### config.mk
export PLATFORM = sky130hd
export DESIGN_NAME = mdu
export DESIGN_NICKNAME = d
export VERILOG_FILES = /design/src/rtl/mdu.sv
export SDC_FILE = /design/constraint.sdc
export NUM_CORES = 1
export LEC_CHECK = 0
export ABC_AREA = 0
export ABC_CLOCK_PERIOD_IN_PS = 16300
export BUFFER_PORTS_ARGS = -buffer_cell sky130_fd_sc_hd__buf_2
export CAP_MARGIN = 5
export CELL_PAD_IN_SITES_DETAIL_PLACEMENT = 0
export CELL_PAD_IN_SITES_GLOBAL_PLACEMENT = 1
export CORE_UTILIZATION = 31
export CTS_CLUSTER_DIAMETER = 50
export DETAILED_ROUTE_END_ITERATION = 6
export PLACE_DENSITY = 0.68
export SYNTH_ARGS = -nofsm -noshare
export SYNTH_HDL_FRONTEND = slang
export SYNTH_SLANG_ARGS = --single-unit
### constraint.sdc
create_clock -name clk -period 16.3 [get_ports clk]
set_input_delay 0 -clock clk [delete_from_list [all_inputs] [get_ports clk]]
set_output_delay 0 -clock clk [all_outputs]
set_load 0.01 [all_outputs]
### src/rtl/mdu.sv
// RV32M multiply/divide unit. One radix-2 step per cycle over operand magnitudes:
// shift-add for multiply, restoring division for divide. Sign fix-up and the
// divide-by-zero override are applied as the result is captured on entry to DONE.
module mdu #(
  parameter int unsigned XLEN = 32
) (
  input  logic            clk,
  input  logic            rst,
  input  logic [XLEN-1:0] A,
  input  logic [XLEN-1:0] B,
  input  logic [2:0]      mdu_control,
  input  logic            start,
  output logic            busy,
  output logic            done,
  output logic [XLEN-1:0] mdu_result
);

  typedef enum logic [1:0] {StIdle, StBusy, StDone} state_e;

  state_e          state_q, state_d;
  logic [5:0]      cnt_q;
  logic [2:0]      op_q;
  logic [XLEN-1:0] opnd_q;  // multiplicand or divisor magnitude
  logic [XLEN-1:0] hi_q;    // product high half or partial remainder
  logic [XLEN-1:0] lo_q;    // multiplier bits or dividend/quotient bits
  logic            neg_q;   // result needs negation
  logic            dz_q;    // divide by zero

  logic            accept, last;
  logic            is_div, a_signed, b_signed, neg_a, neg_b;
  logic [XLEN-1:0] mag_a, mag_b;
  logic [XLEN:0]   mul_sum, shifted;
  logic [XLEN-1:0] diff, hi_nx, lo_nx;
  logic            ge;
  logic [2*XLEN-1:0] prod, prod_s;
  logic [XLEN-1:0] quo_s, rem_s, res_d;

  assign accept = start && (state_q != StBusy);
  assign last   = (state_q == StBusy) && (cnt_q == 6'(XLEN - 1));

  // Operand decode at acceptance: signedness per funct3, magnitudes, result sign.
  always_comb begin
    is_div   = mdu_control[2];
    a_signed = is_div ? ~mdu_control[0] : (mdu_control[1:0] != 2'b11);
    b_signed = is_div ? ~mdu_control[0] : ~mdu_control[1];
    neg_a    = a_signed && A[XLEN-1];
    neg_b    = b_signed && B[XLEN-1];
    mag_a    = neg_a ? -A : A;
    mag_b    = neg_b ? -B : B;
  end

  // One iteration of either shift-add multiply or restoring divide.
  always_comb begin
    mul_sum = {1'b0, hi_q} + (lo_q[0] ? {1'b0, opnd_q} : '0);
    shifted = {hi_q, lo_q[XLEN-1]};
    ge      = shifted >= {1'b0, opnd_q};
    diff    = shifted[XLEN-1:0] - opnd_q;
    if (op_q[2]) begin
      hi_nx = ge ? diff : shifted[XLEN-1:0];
      lo_nx = {lo_q[XLEN-2:0], ge};
    end else begin
      hi_nx = mul_sum[XLEN:1];
      lo_nx = {mul_sum[0], lo_q[XLEN-1:1]};
    end
  end

  // Final result from the last iteration's outputs, with sign fix-up.
  always_comb begin
    prod   = {hi_nx, lo_nx};
    prod_s = neg_q ? -prod : prod;
    quo_s  = neg_q ? -lo_nx : lo_nx;
    rem_s  = neg_q ? -hi_nx : hi_nx;
    case (op_q)
      3'b000:                 res_d = prod_s[XLEN-1:0];
      3'b001, 3'b010, 3'b011: res_d = prod_s[2*XLEN-1:XLEN];
      3'b100, 3'b101:         res_d = dz_q ? '1 : quo_s;
      default:                res_d = rem_s;  // rem by zero falls out as A naturally
    endcase
  end

  // State register.
  always_ff @(posedge clk) begin
    if (rst) state_q <= StIdle;
    else     state_q <= state_d;
  end

  // Next-state logic.
  always_comb begin
    state_d = state_q;
    unique case (state_q)
      StIdle:  state_d = start ? StBusy : StIdle;
      StBusy:  state_d = last ? StDone : StBusy;
      StDone:  state_d = start ? StBusy : StIdle;
      default: state_d = StIdle;
    endcase
  end

  // Status outputs decoded from state.
  always_comb begin
    busy = (state_q == StBusy);
    done = (state_q == StDone);
  end

  // Datapath: load on acceptance, iterate while busy.
  always_ff @(posedge clk) begin
    if (rst) begin
      cnt_q  <= '0;
      op_q   <= '0;
      opnd_q <= '0;
      hi_q   <= '0;
      lo_q   <= '0;
      neg_q  <= 1'b0;
      dz_q   <= 1'b0;
    end else if (accept) begin
      cnt_q  <= '0;
      op_q   <= mdu_control;
      opnd_q <= is_div ? mag_b : mag_a;
      hi_q   <= '0;
      lo_q   <= is_div ? mag_a : mag_b;
      neg_q  <= (is_div && mdu_control[1]) ? neg_a : (neg_a ^ neg_b);
      dz_q   <= (B == '0);
    end else if (state_q == StBusy) begin
      cnt_q <= cnt_q + 6'd1;
      hi_q  <= hi_nx;
      lo_q  <= lo_nx;
    end
  end

  // Result register: changes only on reset or on entry to DONE.
  always_ff @(posedge clk) begin
    if (rst)       mdu_result <= '0;
    else if (last) mdu_result <= res_d;
  end

endmodule

==> results of run 1 <==
final cells by class:
type                    count  share of cell area, %
clock buffers              20                  2.716
multi-input cells        1807                  68.43
well taps                 615                  4.576
repair buffers            143                  5.015
inverters                  74                  1.652
clock inverters            12                 0.7962
flip-flops and latches    141                  16.82
path summary, 6_finish.rpt:
check             cells after the start             end            from  slack [ns]
hold reg to reg                       2  mdu_result[17]  mdu_result[17]        0.44
setup / recovery                     18  mdu_result[28]       opnd_q[4]       10.05
hold / removal                        4      opnd_q[25]           A[25]        0.04
setup reg to reg                     18  mdu_result[28]       opnd_q[4]       10.05
cell families (layout without fill, tap and decap cells):
logic type,count (synthesis),in the layout,share of synthesized area [%]
compound gates,733,733,32.03
xor+xnor,157,157,9.075
fa+ha+maj,71,71,5.962
buf+inv,212,249,5.466
flops,141,141,18.63
mux,57,57,3.955
simple gates,789,789,24.88
flip-flops by register name, indices dropped and copies added (netlist names):
register and flops:
op_q 3, dz_q 1, lo_q 32, state_q 2, opnd_q 32, cnt_q 6
mdu_result 32, neg_q 1, hi_q 32
power groups by stage:
| stage | Clock (mW) | Combinational, mW | Sequential, mW |
|---|---|---|---|
| finish | 0.409 | 0.548 | 0.391 |
| global route | 0.425 | 0.591 | 0.394 |
| CTS | 0.415 | 0.537 | 0.390 |
| detailed placement | 0 | 0.532 | 0.398 |
| global placement | 0 | 0.530 | 0.397 |
| floorplan | 0 | 0.380 | 0.383 |
cell usage in the layout, fill, tap and decap left out, types with 20 or more instances in the layout:
| master | count |
|---|---|
| nand4_1 | 24 |
| and2_1 | 48 |
| o211ai_1 | 47 |
| nand2_1 | 285 |
| buf_4 | 29 |
| nand3_1 | 31 |
| xor2_1 | 71 |
| or3_1 | 29 |
| o31ai_1 | 33 |
| a21o_1 | 20 |
| inv_1 | 72 |
| dfxtp_1 | 139 |
| mux2i_1 | 43 |
| a31oi_1 | 25 |
| ha_1 | 69 |
| a211oi_1 | 93 |
| xnor2_1 | 86 |
| nor2_1 | 193 |
| buf_2 | 103 |
| a21oi_1 | 201 |
| o21ai_0 | 146 |
| nor3_1 | 53 |
worst max-delay path, delay by kind of cell (launching register included):
family          cells  cell delay (ns)
buf+inv             1             0.05
flops               1             0.34
compound gates      6             1.53
simple gates        9             3.67
fa+ha+maj           2             0.55
metrics by stage:
step / setup WS [ns] / std cells / instance area [um^2] / utilization [%]
2_1_floorplan: 10.96 / 2160 / 15150 / -
6_report: 10.05 / 2812 / 16810 / 35.07
5_1_grt: 9.787 / 2812 / 16810 / 35.07
3_5_place_dp: 10.16 / 2769 / 16110 / 33.61
4_1_cts: 10.13 / 2812 / 16810 / 35.07
3_3_place_gp: 10.22 / 2769 / 16110 / 33.61
what timing repair did:
item | CTS | global route
hold endpoints to repair | 17 | 0
buffers inserted | 0 | 0
hold buffers | 11 | 0
metal layers:
metal / global-route usage (%) / vias up / part of all wire, %
li1: - / 7975 / -
met1: 35.01 / 8028 / 46
met2: 39.69 / 635 / 44
met3: 3.306 / 72 / 6.5
met4: 8.788 / 0 / 3.0
met5: 0 / - / 0
==> results.md, run 1 <==
* Gate power share at 40.7%
* # rows at 80
* Leakage power at between 6 and 7 nW
* Multi-input gate area at between 10,000 and 15,000 um^2
* Synth unique cells at 97
* Outcome: completed
* Critical path's largest stage delay at 0.77 ns
* Synthesized flop and latch total at 141
* Routed vias/inst at a little under 6
* DRC at 0
* Final wirelength at around 64 mm
* Vias in the first global route at roughly 15,000
* Highest clock rate at ~0.16 GHz
* Die width at about 220 um
* Area Growth Syn to Fin at 10.97%
* Fin. Hold Viols at 0
* Hold WS at ~0.038 ns
* Clk pin slew, worst setup/hold paths at 0.07 ns
* Top cells by area, synth: dfxtp_1 19%, nand2_1 7.1%, a21oi_1 6.6%
* Cts bufs inserted at 17
* Starting density of the core at 31.60%
* Critical-path top delay cell: or4_1
* Crit Path Class: reg2reg
* # port buffers at around 100
* DPL Wire Length at 49.42 mm
* WP data required at roughly 17 ns
* Die Y at roughly 220 um
* Mapped Nets at ~2,300
* Seq/Total Area, Yosys at a little under a fifth
* Max cap viols at 0
* Clk network pwr share at between 30% and 40%
* Crit-path max FO at 9
* WP data arrival at approximately 6.6 ns
* Final setup vio count at 0
* Post-CTS sizing at 0
* Drt initial violations at ~1,600
* Setup crit end kind: register
* First-pass GRT wire length at around 96 mm
* Drt pass-1 iters at 7
* Setup TNS at 0 ns
* Cell mode on critical path: or4_1
* FF/Latch Area at about 2800 um^2
* Clk sink count at about 140
* TritonCTS clock tree: done
* Skew final at slightly below 0.02 ns
* Async SR Flop Fraction at 0%
* Maximum vdd drop at 0.08342 mV
* Pwr Total at between 1 and 1.5 mW
* Switch Pwr at around 0.57 mW
* Drt wl/cell at 22.63 um
* Post-Syn Area at approximately 15,000 um^2
* Max Root-Sink Buffers at 2
* Count leader, synth: nand2_1
* P per Cell Area at roughly 80 nW/um^2
* Post-route clock period utilization at approximately two fifths
* Area of the core at between 40,000 and 50,000 um^2
* Pins over their slew limit at 0
* Sequential power share at 29.0%
* Initial antenna violation count at 0
* Hold WC Path Type: in2reg
* Int Pwr at ~0.78 mW
* DR vias at between 15,000 and 20,000
* CTS root buffer: clkbuf_16
* RePlAce Congestion at ~0.95
* Crit start category: register
* Largest net degree at the start of global routing at roughly 110
* Die Footprint at approximately 50,000 um^2
* IO Pins at 104
* Shortest period the worst path allows at ~6.3 ns
* Cells after synthesis at 2,160
* Post-route antenna net violation count at 0
* Share of post-route cells with drive strength above 1 at 10.24%
* Max-slew headroom at between 20% and 30%
* Sw frac at 42.14%
* Post-synth EDFFs at 0
* Leading area contributor after synthesis: dfxtp_1
* Depth of the CTS H-tree at 4
* Mean Syn Cell Area at roughly 7 um^2
* Gr usage total at between 20 and 30%
* Layout Nets at ~2,300
* Commonest register cell after synthesis: dfxtp_1
* Crit-path cells: inv_1 > ha_1 > a21o_1 > a31oi_1 > a2111oi_4 > or4_1 > a211oi_1 > or2_2 > ha_1 > nand2_1 > or4_1 > or4b_2 > or3_1 > nand2_1 > nand3_1 > or4_1 > a41oi_1 > a21oi_1
* Yosys Warn Count at 0
* N_diodes at 0
* Top post-synthesis cells by count: 285 x nand2_1, 201 x a21oi_1, 194 x nor2_1
* Top cell type's share of synthesized area at about a fifth
* Clk Latency, worst-skew pair at between 0.4 and 0.5 ns
* RSZ-0062 raised after global routing: false
* Worst slew pin tran at between 1 and 1.5 ns
* GRT overflow at 0
* FILL cells at just over 5,000
(Power assumes the default switching activity.)
==> run 2, diff against run 1 <==
--- a/config.mk
+++ b/config.mk
@@ -5,8 +5,8 @@
 export SDC_FILE = /design/constraint.sdc
 export NUM_CORES = 1
 export LEC_CHECK = 0
-export ABC_AREA = 0
-export ABC_CLOCK_PERIOD_IN_PS = 16300
+export ABC_AREA = 1
+export ABC_CLOCK_PERIOD_IN_PS = 5400
 export BUFFER_PORTS_ARGS = -buffer_cell sky130_fd_sc_hd__buf_2
 export CAP_MARGIN = 5
 export CELL_PAD_IN_SITES_DETAIL_PLACEMENT = 0
@@ -14,7 +14,7 @@
 export CORE_UTILIZATION = 31
 export CTS_CLUSTER_DIAMETER = 50
 export DETAILED_ROUTE_END_ITERATION = 6
-export PLACE_DENSITY = 0.68
+export PLACE_DENSITY = 0.73
 export SYNTH_ARGS = -nofsm -noshare
 export SYNTH_HDL_FRONTEND = slang
 export SYNTH_SLANG_ARGS = --single-unit
==> constraint.sdc (replaced) <==
create_clock -name clk -period 5.4 [get_ports clk]
set_input_delay 0 -clock clk [delete_from_list [all_inputs] [get_ports clk]]
set_output_delay 0 -clock clk [all_outputs]
set_load 0.01 [all_outputs]
==> run 2 against run 1 <==
  * Maximum frequency is 25% higher
  * Largest cell class unchanged
  * Synthesized area is 10% higher
  * Register-to-register slack lost 9.6 ns
==> results.md, run 2 <==
* Worst Setup SP: opnd_q[6]
* IO Pins at about 100
* Max cap viols at 0
* Drt initial violations at approximately 2,100
* Non-filler cells, final at between 3,000 and 4,000
* Die width at about 230 um
* CTS root buffer: clkbuf_16
* Starting density of the core at between 30% and 40%
* Largest net degree at the start of global routing at 73
* Routed vias/inst at 5.201
* Pins over their slew limit at 0
* Clk network pwr share at roughly a quarter
* Hold WC Path Type: in2reg
* Yosys Warn Count at 0
* Post-DP Area at about 18,000 um^2
* Cts bufs inserted at 17
* Setup crit end kind: register
* Depth of the CTS H-tree at 4
* Mean Syn Cell Area at 5.558 um^2
* R2r endpoint: mdu_result[14]
* Clk pin slew, worst setup/hold paths at ~0.060 ns
* Int Pwr at ~2.5 mW
* Worst r2r path cells at 31
* RePlAce Congestion at approximately 1.0
* Cell mode on critical path: nand2_1
* Crit path capture: mdu_result[14]
* Most common cell after layout, fill and taps aside: nand2_1
* Pwr Total at 4.819 mW
* P per Cell Area at 257.8 nW/um^2
* Cells after synthesis at between 3,000 and 4,000
* Hold WS at around 0.023 ns
* Top cell type's share of synthesized area at 20.21%
* Mapped Nets at roughly 3,200
* Max Root-Sink Buffers at 2
* GRT overflow at 0
* TritonCTS clock tree: done
* WP data arrival at ~5.3 ns
* Top cells by area, synth: nand2_1 20%, dfxtp_1 17%, inv_1 11%
* Share of post-route cells with drive strength above 1 at under 10%
* DR vias at slightly below 20,000
* Die Y at about 230 um
* Final wirelength at between 70 and 80 mm
* Most frequent cells in the layout: 901 x nand2_1, 487 x inv_1, 266 x nor2_1, 245 x nand3_1, 168 x a21oi_1
* Commonest register cell after synthesis: dfxtp_1
* # hold bufs at CTS at 22
* Synthesized flop and latch total at 141
* Sequential power share at approximately a quarter
* Final setup vio count at 0
* DPL Wire Length at between 60 and 70 mm
* Switch Pwr at 2.319 mW
* Post-Syn Area at ~17,000 um^2
* Area Growth Syn to Fin at 11.72%
* Vias in the first global route at roughly 18,000
* Post-CTS setup repair buffer count at 0
* Start of the worst register-to-register path: opnd_q[6]
* Top post-synthesis cells by count: 901 x nand2_1, 488 x inv_1, 272 x nor2_1
* Gate power share at 49.7%
* Leading area contributor after synthesis: nand2_1
* First-pass GRT wire length at between 100 and 150 mm
* Reg2Reg Setup Slack at 0.41 ns
* Setup TNS at 0 ns
* Count leader, synth: nand2_1
* RSZ-0062 raised after global routing: false
* Die Footprint at 54,920 um^2
* # rows at 84
* Seq/Total Area, Yosys at 16.87%
* Async SR Flop Fraction at 0%
* Critical path's largest stage delay at around 0.4 ns
* Shortest period the worst path allows at about 5.0 ns
* Crit start category: register
* Worst slew pin tran at about 0.90 ns
* Fin. Hold Viols at 0
* Leakage power at just under 10 nW
* WP data required at about 5.7 ns
* Outcome: completed
* Max-slew headroom at 40.25%
* Post-synth EDFFs at 0
* Initial antenna violation count at 3
* Gr usage total at between 20 and 30%
* Final instance area at 18,700 um^2
* Layout Nets at ~3,200
* Post-route antenna net violation count at 0
* Sw frac at a little under 50%
* Post-route clock period utilization at slightly above 90%
* Critical-path top delay cell: dfxtp_1
* DRC at 0
* Dpl cells at approximately 3,700
* Synth unique cells at 57
* Skew final at ~0.019 ns
* Post-CTS sizing at 0
* FILL cells at between 6,000 and 7,000
* Drt pass-1 iters at 6
* # port buffers at a little over 100
* Drt wl/cell at 20.01 um
* Area of the core at roughly 53,000 um^2
* Highest clock rate at approximately 0.2 GHz
* Crit-path max FO at 30
* Maximum vdd drop at between 0.3 and 0.4 mV
* Clk sink count at ~140
* Crit Path Class: reg2reg
* Clk Latency, worst-skew pair at about 0.48 ns
[run 2: worst max-delay path, delay by kind of cell, from the launching register on]
kind | cells | cell delay, ns
compound gates | 4 | 0.68
simple gates | 21 | 2.85
flops | 1 | 0.40
fa+ha+maj | 2 | 0.58
buf+inv | 4 | 0.31
[run 2: cell type report]
| type | instances | area [um^2] | share of cell area (%) |
|---|---|---|---|
| tap | 688 | 860.8 | 4.604 |
| antenna | 2 | 5.005 | 0.02677 |
| clock inverter | 11 | 132.6 | 0.7094 |
| multi-input combinational | 2269 | 11550 | 61.79 |
| clock buffer | 21 | 460.4 | 2.463 |
| inverter | 499 | 1873 | 10.02 |
| sequential | 141 | 2829 | 15.13 |
| timing repair buffer | 158 | 983.4 | 5.260 |
[run 2: power groups by stage]
stage / sequential [mW] / combinational, mW / clock, mW
2_1_floorplan: 1.15 / 1.66 / 0
3_3_place_gp: 1.20 / 2.34 / 0
3_5_place_dp: 1.20 / 2.32 / 0
4_1_cts: 1.18 / 2.34 / 1.25
5_1_grt: 1.18 / 2.61 / 1.29
6_report: 1.18 / 2.40 / 1.24
[run 2: logic make-up (layout without fill, tap and decap cells)]
| logic type | Yosys count | count (layout) | share of synthesized area [%] |
|---|---|---|---|
| AOI/OAI and AO/OA | 479 | 479 | 16.45 |
| DFF | 141 | 141 | 16.87 |
| other | 0 | 2 | 0 |
| xor gates and xnor gates | 103 | 103 | 5.390 |
| and+or+nand+nor | 1616 | 1616 | 41.67 |
| adders and majority gates | 71 | 71 | 5.398 |
| buffers and inverters | 601 | 689 | 14.23 |
[run 2: metrics by stage]
step | worst slack (ns) | util (%)
after floorplan | 1.826 | -
after global placement | 0.5444 | 33.75
after detailed placement | 0.5060 | 33.75
after CTS | 0.4775 | 35.29
after global routing | 0.04311 | 35.29
final | 0.4147 | 35.30
[run 2: worst min-delay path by stage]
stage	start	end	slack, ns	cells after the start
3_3_place_gp	mdu_control[0]	op_q[0]	0.30	3
6_report	A[10]	lo_q[10]	0.02	4
2_1_floorplan	start	state_q[0]	0.15	2
3_5_place_dp	start	state_q[0]	0.30	3
5_1_grt	A[20]	lo_q[20]	0.04	4
4_1_cts	A[10]	lo_q[10]	0.01	4
[run 2: routing by layer]
layer  GRT usage [%]  up-vias  share of wire [%]
met5               0        -              0.013
met4           13.83        2                5.2
met3           3.320      157                6.6
met2           44.94      801                 45
met1           36.01     8968                 43
li1                -     9780                  -
